==> src/rtl/muldiv_pkg.sv <==
// Shared definitions for the RV32M multiply/divide sequencer: funct3 codes,
// FSM state encoding and the operand patterns used for signed-overflow detection.
package muldiv_pkg;

  localparam int MD_XLEN = 32;

  localparam logic [2:0] F3_MUL    = 3'b000;
  localparam logic [2:0] F3_MULH   = 3'b001;
  localparam logic [2:0] F3_MULHSU = 3'b010;
  localparam logic [2:0] F3_MULHU  = 3'b011;
  localparam logic [2:0] F3_DIV    = 3'b100;
  localparam logic [2:0] F3_DIVU   = 3'b101;
  localparam logic [2:0] F3_REM    = 3'b110;
  localparam logic [2:0] F3_REMU   = 3'b111;

  typedef enum logic [2:0] {
    ST_IDLE,
    ST_PREP,
    ST_CALC,
    ST_FIX,
    ST_DONE
  } state_e;

  localparam logic [MD_XLEN-1:0] INT_MIN  = {1'b1, {(MD_XLEN-1){1'b0}}};
  localparam logic [MD_XLEN-1:0] ALL_ONES = {MD_XLEN{1'b1}};

endpackage

==> src/rtl/muldiv_datapath.sv <==
// Iterative datapath: shift-add multiplier and restoring divider sharing one
// hi/lo register pair, plus sign fix-up and the result register.
import muldiv_pkg::*;

module muldiv_datapath #(
  parameter int XLEN = MD_XLEN
) (
  input  logic            clk_i,
  input  logic            rst_ni,
  input  logic            i_load,
  input  logic            i_step,
  input  logic            i_fix,
  input  logic            i_specLoad,
  input  logic [XLEN-1:0] i_specVal,
  input  logic [2:0]      i_funct3,
  input  logic [XLEN-1:0] i_opA,
  input  logic [XLEN-1:0] i_opB,
  output logic [XLEN-1:0] o_result
);

  logic [XLEN-1:0]   r_hi;
  logic [XLEN-1:0]   r_lo;
  logic [XLEN-1:0]   r_mag;
  logic              r_negQ;
  logic              r_negR;
  logic [XLEN-1:0]   r_result;

  logic              w_isDiv;
  logic              w_sa;
  logic              w_sb;
  logic [XLEN-1:0]   w_absA;
  logic [XLEN-1:0]   w_absB;
  logic [XLEN-1:0]   w_addend;
  logic [XLEN:0]     w_sum;
  logic [XLEN:0]     w_shift;
  logic [XLEN:0]     w_diff;
  logic [2*XLEN-1:0] w_prod;
  logic [2*XLEN-1:0] w_prodS;
  logic [XLEN-1:0]   w_quot;
  logic [XLEN-1:0]   w_rem;
  logic [XLEN-1:0]   w_fixVal;

  assign w_isDiv = i_funct3[2];

  always_comb begin
    w_sa = 1'b0;
    w_sb = 1'b0;
    case (i_funct3)
      F3_MULH, F3_DIV, F3_REM: begin
        w_sa = i_opA[XLEN-1];
        w_sb = i_opB[XLEN-1];
      end
      F3_MULHSU: w_sa = i_opA[XLEN-1];
      default: ;
    endcase
  end

  assign w_absA = w_sa ? -i_opA : i_opA;
  assign w_absB = w_sb ? -i_opB : i_opB;

  // Multiply: hi accumulates the multiplicand whenever the multiplier LSB in lo is set
  assign w_addend = r_lo[0] ? r_mag : '0;
  assign w_sum    = {1'b0, r_hi} + {1'b0, w_addend};

  // Divide: the guard bit in w_shift/w_diff tells whether the trial subtract went negative
  assign w_shift  = {r_hi, r_lo[XLEN-1]};
  assign w_diff   = w_shift - {1'b0, r_mag};

  assign w_prod   = {r_hi, r_lo};
  assign w_prodS  = r_negQ ? -w_prod : w_prod;
  assign w_quot   = r_negQ ? -r_lo : r_lo;
  assign w_rem    = r_negR ? -r_hi : r_hi;

  always_comb begin
    w_fixVal = '0;
    case (i_funct3)
      F3_MUL:                       w_fixVal = w_prodS[XLEN-1:0];
      F3_MULH, F3_MULHSU, F3_MULHU: w_fixVal = w_prodS[2*XLEN-1:XLEN];
      F3_DIV, F3_DIVU:              w_fixVal = w_quot;
      F3_REM, F3_REMU:              w_fixVal = w_rem;
    endcase
  end

  always_ff @(posedge clk_i or negedge rst_ni) begin
    if (!rst_ni) begin
      r_hi     <= '0;
      r_lo     <= '0;
      r_mag    <= '0;
      r_negQ   <= 1'b0;
      r_negR   <= 1'b0;
      r_result <= '0;
    end else begin
      if (i_load) begin
        r_hi   <= '0;
        r_lo   <= w_isDiv ? w_absA : w_absB;
        r_mag  <= w_isDiv ? w_absB : w_absA;
        r_negQ <= (w_sa ^ w_sb) && (i_opB != '0);
        r_negR <= w_sa;
      end else if (i_step) begin
        if (w_isDiv) begin
          r_hi <= w_diff[XLEN] ? w_shift[XLEN-1:0] : w_diff[XLEN-1:0];
          r_lo <= {r_lo[XLEN-2:0], ~w_diff[XLEN]};
        end else begin
          r_hi <= w_sum[XLEN:1];
          r_lo <= {w_sum[0], r_lo[XLEN-1:1]};
        end
      end
      if (i_fix) begin
        r_result <= w_fixVal;
      end else if (i_specLoad) begin
        r_result <= i_specVal;
      end
    end
  end

  assign o_result = r_result;

endmodule

==> src/rtl/muldiv_seq_unit.sv <==
// RV32M multi-cycle sequencer: handshake FSM, special-case detection and control
// of muldiv_datapath. Optional macro MULDIV_FAST_ZERO_EN short-cuts zero operands.
import muldiv_pkg::*;

module muldiv_seq_unit #(
  parameter int XLEN  = MD_XLEN,
  parameter int CNT_W = $clog2(XLEN) + 1
) (
  input  logic            clk_i,
  input  logic            rst_ni,
  input  logic            flush_i,
  input  logic            valid_i,
  output logic            ready_o,
  input  logic [2:0]      funct3_i,
  input  logic [XLEN-1:0] op_a_i,
  input  logic [XLEN-1:0] op_b_i,
  output logic            result_valid_o,
  input  logic            result_ready_i,
  output logic [XLEN-1:0] result_o,
  output logic            busy_o
);

  state_e          r_state;
  logic [2:0]      r_funct3;
  logic [XLEN-1:0] r_opA;
  logic [XLEN-1:0] r_opB;
  logic [CNT_W-1:0] r_cnt;
  logic            r_ready;
  logic            r_resultValid;
  logic            r_busy;

  logic            w_isDiv;
  logic            w_divZero;
  logic            w_overflow;
  logic            w_fastZero;
  logic            w_special;
  logic [XLEN-1:0] w_specVal;
  logic            w_load;
  logic            w_specLoad;
  logic            w_step;
  logic            w_fix;

  assign w_isDiv    = r_funct3[2];
  assign w_divZero  = w_isDiv && (r_opB == '0);
  assign w_overflow = ((r_funct3 == F3_DIV) || (r_funct3 == F3_REM)) &&
                      (r_opA == XLEN'(INT_MIN)) && (r_opB == XLEN'(ALL_ONES));

`ifdef MULDIV_FAST_ZERO_EN
  assign w_fastZero = w_isDiv ? ((r_opA == '0) && (r_opB != '0))
                              : ((r_opA == '0) || (r_opB == '0));
`else
  assign w_fastZero = 1'b0;
`endif

  assign w_special = w_divZero || w_overflow || w_fastZero;

  // Divide-by-zero takes priority; fast-zero results fall through to 0
  always_comb begin
    w_specVal = '0;
    if (w_divZero) begin
      w_specVal = r_funct3[1] ? r_opA : '1;
    end else if (w_overflow) begin
      w_specVal = r_funct3[1] ? '0 : XLEN'(INT_MIN);
    end
  end

  assign w_load     = (r_state == ST_PREP) && !flush_i && !w_special;
  assign w_specLoad = (r_state == ST_PREP) && !flush_i && w_special;
  assign w_step     = (r_state == ST_CALC) && !flush_i;
  assign w_fix      = (r_state == ST_FIX) && !flush_i;

  // A flush anywhere past IDLE abandons the op; in DONE it also drops the held result
  always_ff @(posedge clk_i or negedge rst_ni) begin
    if (!rst_ni) begin
      r_state       <= ST_IDLE;
      r_funct3      <= '0;
      r_opA         <= '0;
      r_opB         <= '0;
      r_cnt         <= '0;
      r_ready       <= 1'b1;
      r_resultValid <= 1'b0;
      r_busy        <= 1'b0;
    end else begin
      case (r_state)
        ST_IDLE: begin
          if (valid_i && r_ready && !flush_i) begin
            r_funct3 <= funct3_i;
            r_opA    <= op_a_i;
            r_opB    <= op_b_i;
            r_state  <= ST_PREP;
            r_ready  <= 1'b0;
            r_busy   <= 1'b1;
          end
        end
        ST_PREP: begin
          if (flush_i) begin
            r_state <= ST_IDLE;
            r_ready <= 1'b1;
            r_busy  <= 1'b0;
          end else if (w_special) begin
            r_state       <= ST_DONE;
            r_resultValid <= 1'b1;
          end else begin
            r_state <= ST_CALC;
            r_cnt   <= '0;
          end
        end
        ST_CALC: begin
          if (flush_i) begin
            r_state <= ST_IDLE;
            r_ready <= 1'b1;
            r_busy  <= 1'b0;
            r_cnt   <= '0;
          end else if (r_cnt == CNT_W'(XLEN - 1)) begin
            r_state <= ST_FIX;
            r_cnt   <= '0;
          end else begin
            r_cnt <= r_cnt + CNT_W'(1);
          end
        end
        ST_FIX: begin
          if (flush_i) begin
            r_state <= ST_IDLE;
            r_ready <= 1'b1;
            r_busy  <= 1'b0;
          end else begin
            r_state       <= ST_DONE;
            r_resultValid <= 1'b1;
          end
        end
        ST_DONE: begin
          if (flush_i || result_ready_i) begin
            r_state       <= ST_IDLE;
            r_resultValid <= 1'b0;
            r_ready       <= 1'b1;
            r_busy        <= 1'b0;
          end
        end
        default: begin
          r_state       <= ST_IDLE;
          r_resultValid <= 1'b0;
          r_ready       <= 1'b1;
          r_busy        <= 1'b0;
        end
      endcase
    end
  end

  muldiv_datapath #(.XLEN(XLEN)) u_datapath (
    .clk_i      (clk_i),
    .rst_ni     (rst_ni),
    .i_load     (w_load),
    .i_step     (w_step),
    .i_fix      (w_fix),
    .i_specLoad (w_specLoad),
    .i_specVal  (w_specVal),
    .i_funct3   (r_funct3),
    .i_opA      (r_opA),
    .i_opB      (r_opB),
    .o_result   (result_o)
  );

  assign ready_o        = r_ready;
  assign result_valid_o = r_resultValid;
  assign busy_o         = r_busy;

endmodule

==> config.mk <==
export PLATFORM = sky130hd
export DESIGN_NAME = muldiv_seq_unit
export DESIGN_NICKNAME = d
export VERILOG_FILES = /design/src/rtl/muldiv_pkg.sv /design/src/rtl/muldiv_datapath.sv /design/src/rtl/muldiv_seq_unit.sv
export SDC_FILE = /design/constraint.sdc
export NUM_CORES = 1
export LEC_CHECK = 0
export ABC_AREA = 1
export CORE_MARGIN = 3
export CORE_UTILIZATION = 50
export CTS_CLUSTER_SIZE = 28
export DETAILED_ROUTE_END_ITERATION = 7
export PLACE_DENSITY = 0.77
export SLEW_MARGIN = 5
export SYNTH_ARGS = -nofsm -noshare
export SYNTH_HDL_FRONTEND = slang
export SYNTH_SLANG_ARGS = --single-unit
==> constraint.sdc <==
create_clock -name clk_i -period 3.4 [get_ports clk_i]
set_clock_uncertainty 0.2 [all_clocks]
set_input_delay 0.85 -clock clk_i [delete_from_list [all_inputs] [get_ports clk_i]]
set_output_delay 0.85 -clock clk_i [all_outputs]
set_load 0.02 [all_outputs]
==> run summary <==
The run finished with clean final reports. The tools report the die area as 43,500 um^2. For this run, design rule violations remaining after detail routing come to 0. The tools report the cts-stage hold buffer count as 0.

Power spread over the standard cell area amounts to 1130 nW/um^2. The critical path data arrival time was 3330 ps; the sequential fraction of the synthesis area was 25.5%. Timing would allow up to 316 MHz. The total overflow left after global routing is 0. The area of all placed cells without fillers was 23,300 um^2. The setup total negative slack is 0 ps, and the detailed router's first-iteration violation count is 3,225. The type of the setup path with the least slack is flop to flop. Counting the buffers created by CTS gives 25. The logs give 1 for the count of H-tree levels built during CTS and 1.12 for the last weighted congestion value of the routability-driven placer. Worst reg-to-reg setup slack: 240 ps. Synthesis produced a netlist with a net count of 3,650. The area growth from synthesis to layout is 13.4%. The total standard cell area after synthesis is 20,500 um^2.

The top cell types in the final layout, fill and taps aside, are sky130_fd_sc_hd__nand2_1 (1,160), sky130_fd_sc_hd__inv_1 (432), sky130_fd_sc_hd__nor2_1 (410). The slowest stage cell on the critical path was sky130_fd_sc_hd__o21ai_0. The core region is 40,100 um^2.

The final number of max-transition violations is 0, and the number of search-and-repair iterations in the first detailed-routing pass is 6. Once placement finished, the instance area stood at 22,400 um^2. In this run the count of I/O pins placed on the die edge is 107. The power after layout came out at 0.0264 W. The dominant register cell in the synthesized netlist is sky130_fd_sc_hd__dfrtp_1. No sink is reached through more buffers than the 3 on the longest clock path. The register bit total from synthesis was 209.

The worst path in the final design needs a cycle of 3160 ps, including I/O delays and setup. Yosys printed 0 warnings. Endpoint class of the critical path: a flop.

CTS saw 209 sinks. The cell occurring most often along the worst timing path is sky130_fd_sc_hd__nand2_1. Worst vdd rail ir drop: 0.609 mV. The tools report the number of global-route vias before repair as 22,100.

Setup violations remaining at the end of the flow were counted as 0. The final critical-path share of the clock period is 93.0%. The worst register-to-register path ends at u_datapath.r_lo[11].

The via-per-instance ratio was 5.83; the initial cell density of the core was 51.2%. Longest individual stage delay on the worst path: 940 ps. Category of cells accounting for the largest share of critical-path delay: compound AO/OA/AOI/OAI gates.

In the final layout, the share of cells above drive strength 1 is 5.00%. After clock tree synthesis, the clock-pin slew on the worst setup and hold paths is 70 ps. The post-cts gate resize count was 0. The clock reaches the later pin of the worst-skew pair after 540 ps.

Summed over all cells, the static leakage comes to 11.9 nW. Setup repair after global routing left no endpoint under its margin. Post-CTS timing repair inserted 0 buffers for setup. Counting the fill cells in the layout gives 3,968.

The first global-routing pass estimated 128,000 um of wire. The logs give 0 for the count of inserted antenna diode cells and 0 for the number of maximum-capacitance constraint violations. After detailed routing, the total wire length is 84,100 um.

The average instance area after synthesis was 5.85 um^2. The root buffer cell chosen for the clock tree is sky130_fd_sc_hd__clkbuf_16. In this run the tool buffered the top-level ports with 106 buffer cells.

Counting flops with an async set or reset pin after synthesis yields a share of 100%. The finished layout holds 4,142 standard cells, fillers aside. The worst reg2reg path depth was 10. At the pin with the least slew margin, the transition time is 1190 ps. Detailed placement finished with a half-perimeter wire length of 66,200 um. The height of the die is 209 um, and the total global-route track usage is 37.5%.

After detailed placement, the design holds a cell count of 4,097. The worst setup path is launched from a flop. The path class of the tightest hold or removal check is input port to async pin. Counting flops with a built-in enable in the synthesized netlist gives 0.

The number of antenna violations at the first check in global routing was 0; the number of library cell types mapped by synthesis was 58. The wire length per cell after detailed routing is 20.3 um, and the pin count of the biggest net entering global routing is 147. Commonest non-fill, non-tap cell in the layout: sky130_fd_sc_hd__nand2_1.

The tools report the worst slew slack as a fraction of its limit as 20.1%. The number of buffers and inverters on the critical path is 3. At the worst endpoint, the required time is 3560 ps.

The cell count after synthesis came out at 3,506. The startpoint of the lowest-slack register-to-register path was r_funct3[2]. The initialized floorplan defines 73 standard-cell rows. In the final design database the tool counted 3,743 nets. TritonCTS built the clock tree.

The number of hold violations in the final report was 0; the highest fanout seen on the critical path was 13. The die outline width is 209 um. Traced cell by cell, the critical path runs through inv_4, nor2_1, inv_1, nand2_1, nand2_1, inv_1, nand2_1, xor2_1, o21ai_0, nand3_1. The number of vias after detailed routing came out at 24,100.

The count of nets left with antenna violations once routing finished came out at 0.
## layer usage
metal  global-route usage, %  wire [um]
met2                    55.1      34600
met1                    49.1      32100
met5                       0          0
met3                    7.39       9490
met4                    27.4       7870
## report_power, final
| group | total (W) | switching, W | internal, W |
|---|---|---|---|
| clock | 0.00281 | 0.00117 | 0.00164 |
| combinational | 0.0184 | 0.0128 | 0.00567 |
| sequential | 0.00515 | 0.00151 | 0.00363 |
| total | 0.0264 | 0.0155 | 0.0109 |
## registers in the layout (all words and copies together) (netlist names), 3 cells and up
signal and cells:
r_opA 32, u_datapath.r_mag 32, u_datapath.r_hi 32, r_state 3
u_datapath.r_lo 32, u_datapath.o_result 32, r_cnt 6, r_funct3 3
r_opB 32
## final cells by class
| type | count | area (um^2) | share of cell area, % |
|---|---|---|---|
| Clock buffer | 31 | 668 | 2.87 |
| Multi-Input combinational cell | 2727 | 13000 | 56.0 |
| Tap cell | 525 | 657 | 2.82 |
| Clock inverter | 14 | 173 | 0.742 |
| Inverter | 446 | 1680 | 7.20 |
| Timing Repair Buffer | 190 | 1830 | 7.88 |
| Sequential cell | 209 | 5240 | 22.5 |
## kinds of logic after synthesis
kind of cell    count (synthesis)  synth area share, %
simple gates                 2040                 41.4
buf+inv                       570                 11.0
compound gates                538                 14.3
flops                         209                 25.5
xor+xnor                       76                 3.24
fa+ha+maj                      72                 4.46
mux                             1               0.0488
## worst max-delay path by stage
stage / from / slack [ps] / to / cells past startpoint
5_1_grt: u_datapath.r_lo[0] / 90 / u_datapath.r_hi[28] / 17
2_1_floorplan: u_datapath.r_lo[0] / 580 / u_datapath.r_hi[27] / 19
6_report: r_funct3[2] / 240 / u_datapath.r_lo[11] / 10
3_5_place_dp: flush_i / 260 / u_datapath.r_lo[0] / 6
4_1_cts: u_datapath.r_lo[31] / 340 / u_datapath.r_hi[6] / 18
3_3_place_gp: flush_i / 300 / u_datapath.r_lo[0] / 6
## worst reg2reg max path, cell delays in order (launching register included)
cell and delay, ps:
sky130_fd_sc_hd__dfrtp_4 570, sky130_fd_sc_hd__inv_4 80, sky130_fd_sc_hd__nor2_1 190, sky130_fd_sc_hd__inv_1 60, sky130_fd_sc_hd__nand2_1 90, sky130_fd_sc_hd__nand2_1 70
sky130_fd_sc_hd__inv_1 300, sky130_fd_sc_hd__nand2_1 120, sky130_fd_sc_hd__xor2_1 200, sky130_fd_sc_hd__o21ai_0 940, sky130_fd_sc_hd__nand3_1 180
## cell usage after synthesis (3+ instances only)
cell | count | area share [%]
sky130_fd_sc_hd__nand3_1 | 351 | 8.6
sky130_fd_sc_hd__buf_2 | 29 | 0.71
sky130_fd_sc_hd__o21ai_1 | 18 | 0.44
sky130_fd_sc_hd__o22ai_1 | 8 | 0.24
sky130_fd_sc_hd__nand2_1 | 1160 | 21
sky130_fd_sc_hd__xor2_1 | 56 | 2.4
sky130_fd_sc_hd__nand2_2 | 5 | 0.15
sky130_fd_sc_hd__nor2_1 | 411 | 7.5
sky130_fd_sc_hd__o21bai_1 | 4 | 0.15
sky130_fd_sc_hd__o221ai_1 | 3 | 0.13
sky130_fd_sc_hd__xnor2_1 | 20 | 0.85
sky130_fd_sc_hd__or2_2 | 13 | 0.40
sky130_fd_sc_hd__inv_2 | 12 | 0.22
sky130_fd_sc_hd__buf_1 | 8 | 0.15
sky130_fd_sc_hd__and2_1 | 4 | 0.12
sky130_fd_sc_hd__nor3b_1 | 3 | 0.11
sky130_fd_sc_hd__a21o_1 | 8 | 0.29
sky130_fd_sc_hd__o21ai_0 | 267 | 6.5
sky130_fd_sc_hd__dfrtp_1 | 208 | 25
sky130_fd_sc_hd__a21oi_1 | 158 | 3.9
sky130_fd_sc_hd__clkbuf_1 | 74 | 1.4
sky130_fd_sc_hd__a22oi_1 | 3 | 0.11
sky130_fd_sc_hd__nor2_2 | 5 | 0.15
sky130_fd_sc_hd__a21boi_0 | 9 | 0.33
sky130_fd_sc_hd__nor2_4 | 4 | 0.22
sky130_fd_sc_hd__buf_6 | 9 | 0.49
sky130_fd_sc_hd__o21a_1 | 5 | 0.18
sky130_fd_sc_hd__ha_1 | 70 | 4.3
sky130_fd_sc_hd__nor3_1 | 19 | 0.46
sky130_fd_sc_hd__inv_1 | 432 | 7.9
sky130_fd_sc_hd__o211ai_1 | 39 | 1.4
sky130_fd_sc_hd__nand3b_1 | 19 | 0.70
sky130_fd_sc_hd__a31oi_1 | 4 | 0.12
sky130_fd_sc_hd__buf_4 | 3 | 0.11
sky130_fd_sc_hd__a21oi_2 | 3 | 0.13
sky130_fd_sc_hd__nand4_1 | 34 | 1.0
## through the flow
step	hold WS (ps)	util [%]	setup slack (ps)
floorplan	268	-	581
global placement	266	55.9	299
detailed placement	273	55.9	260
CTS	59.4	58.0	340
global route	59.1	58.0	85.1
finish	10.4	58.0	237
Power figures use the tool's default switching activity.
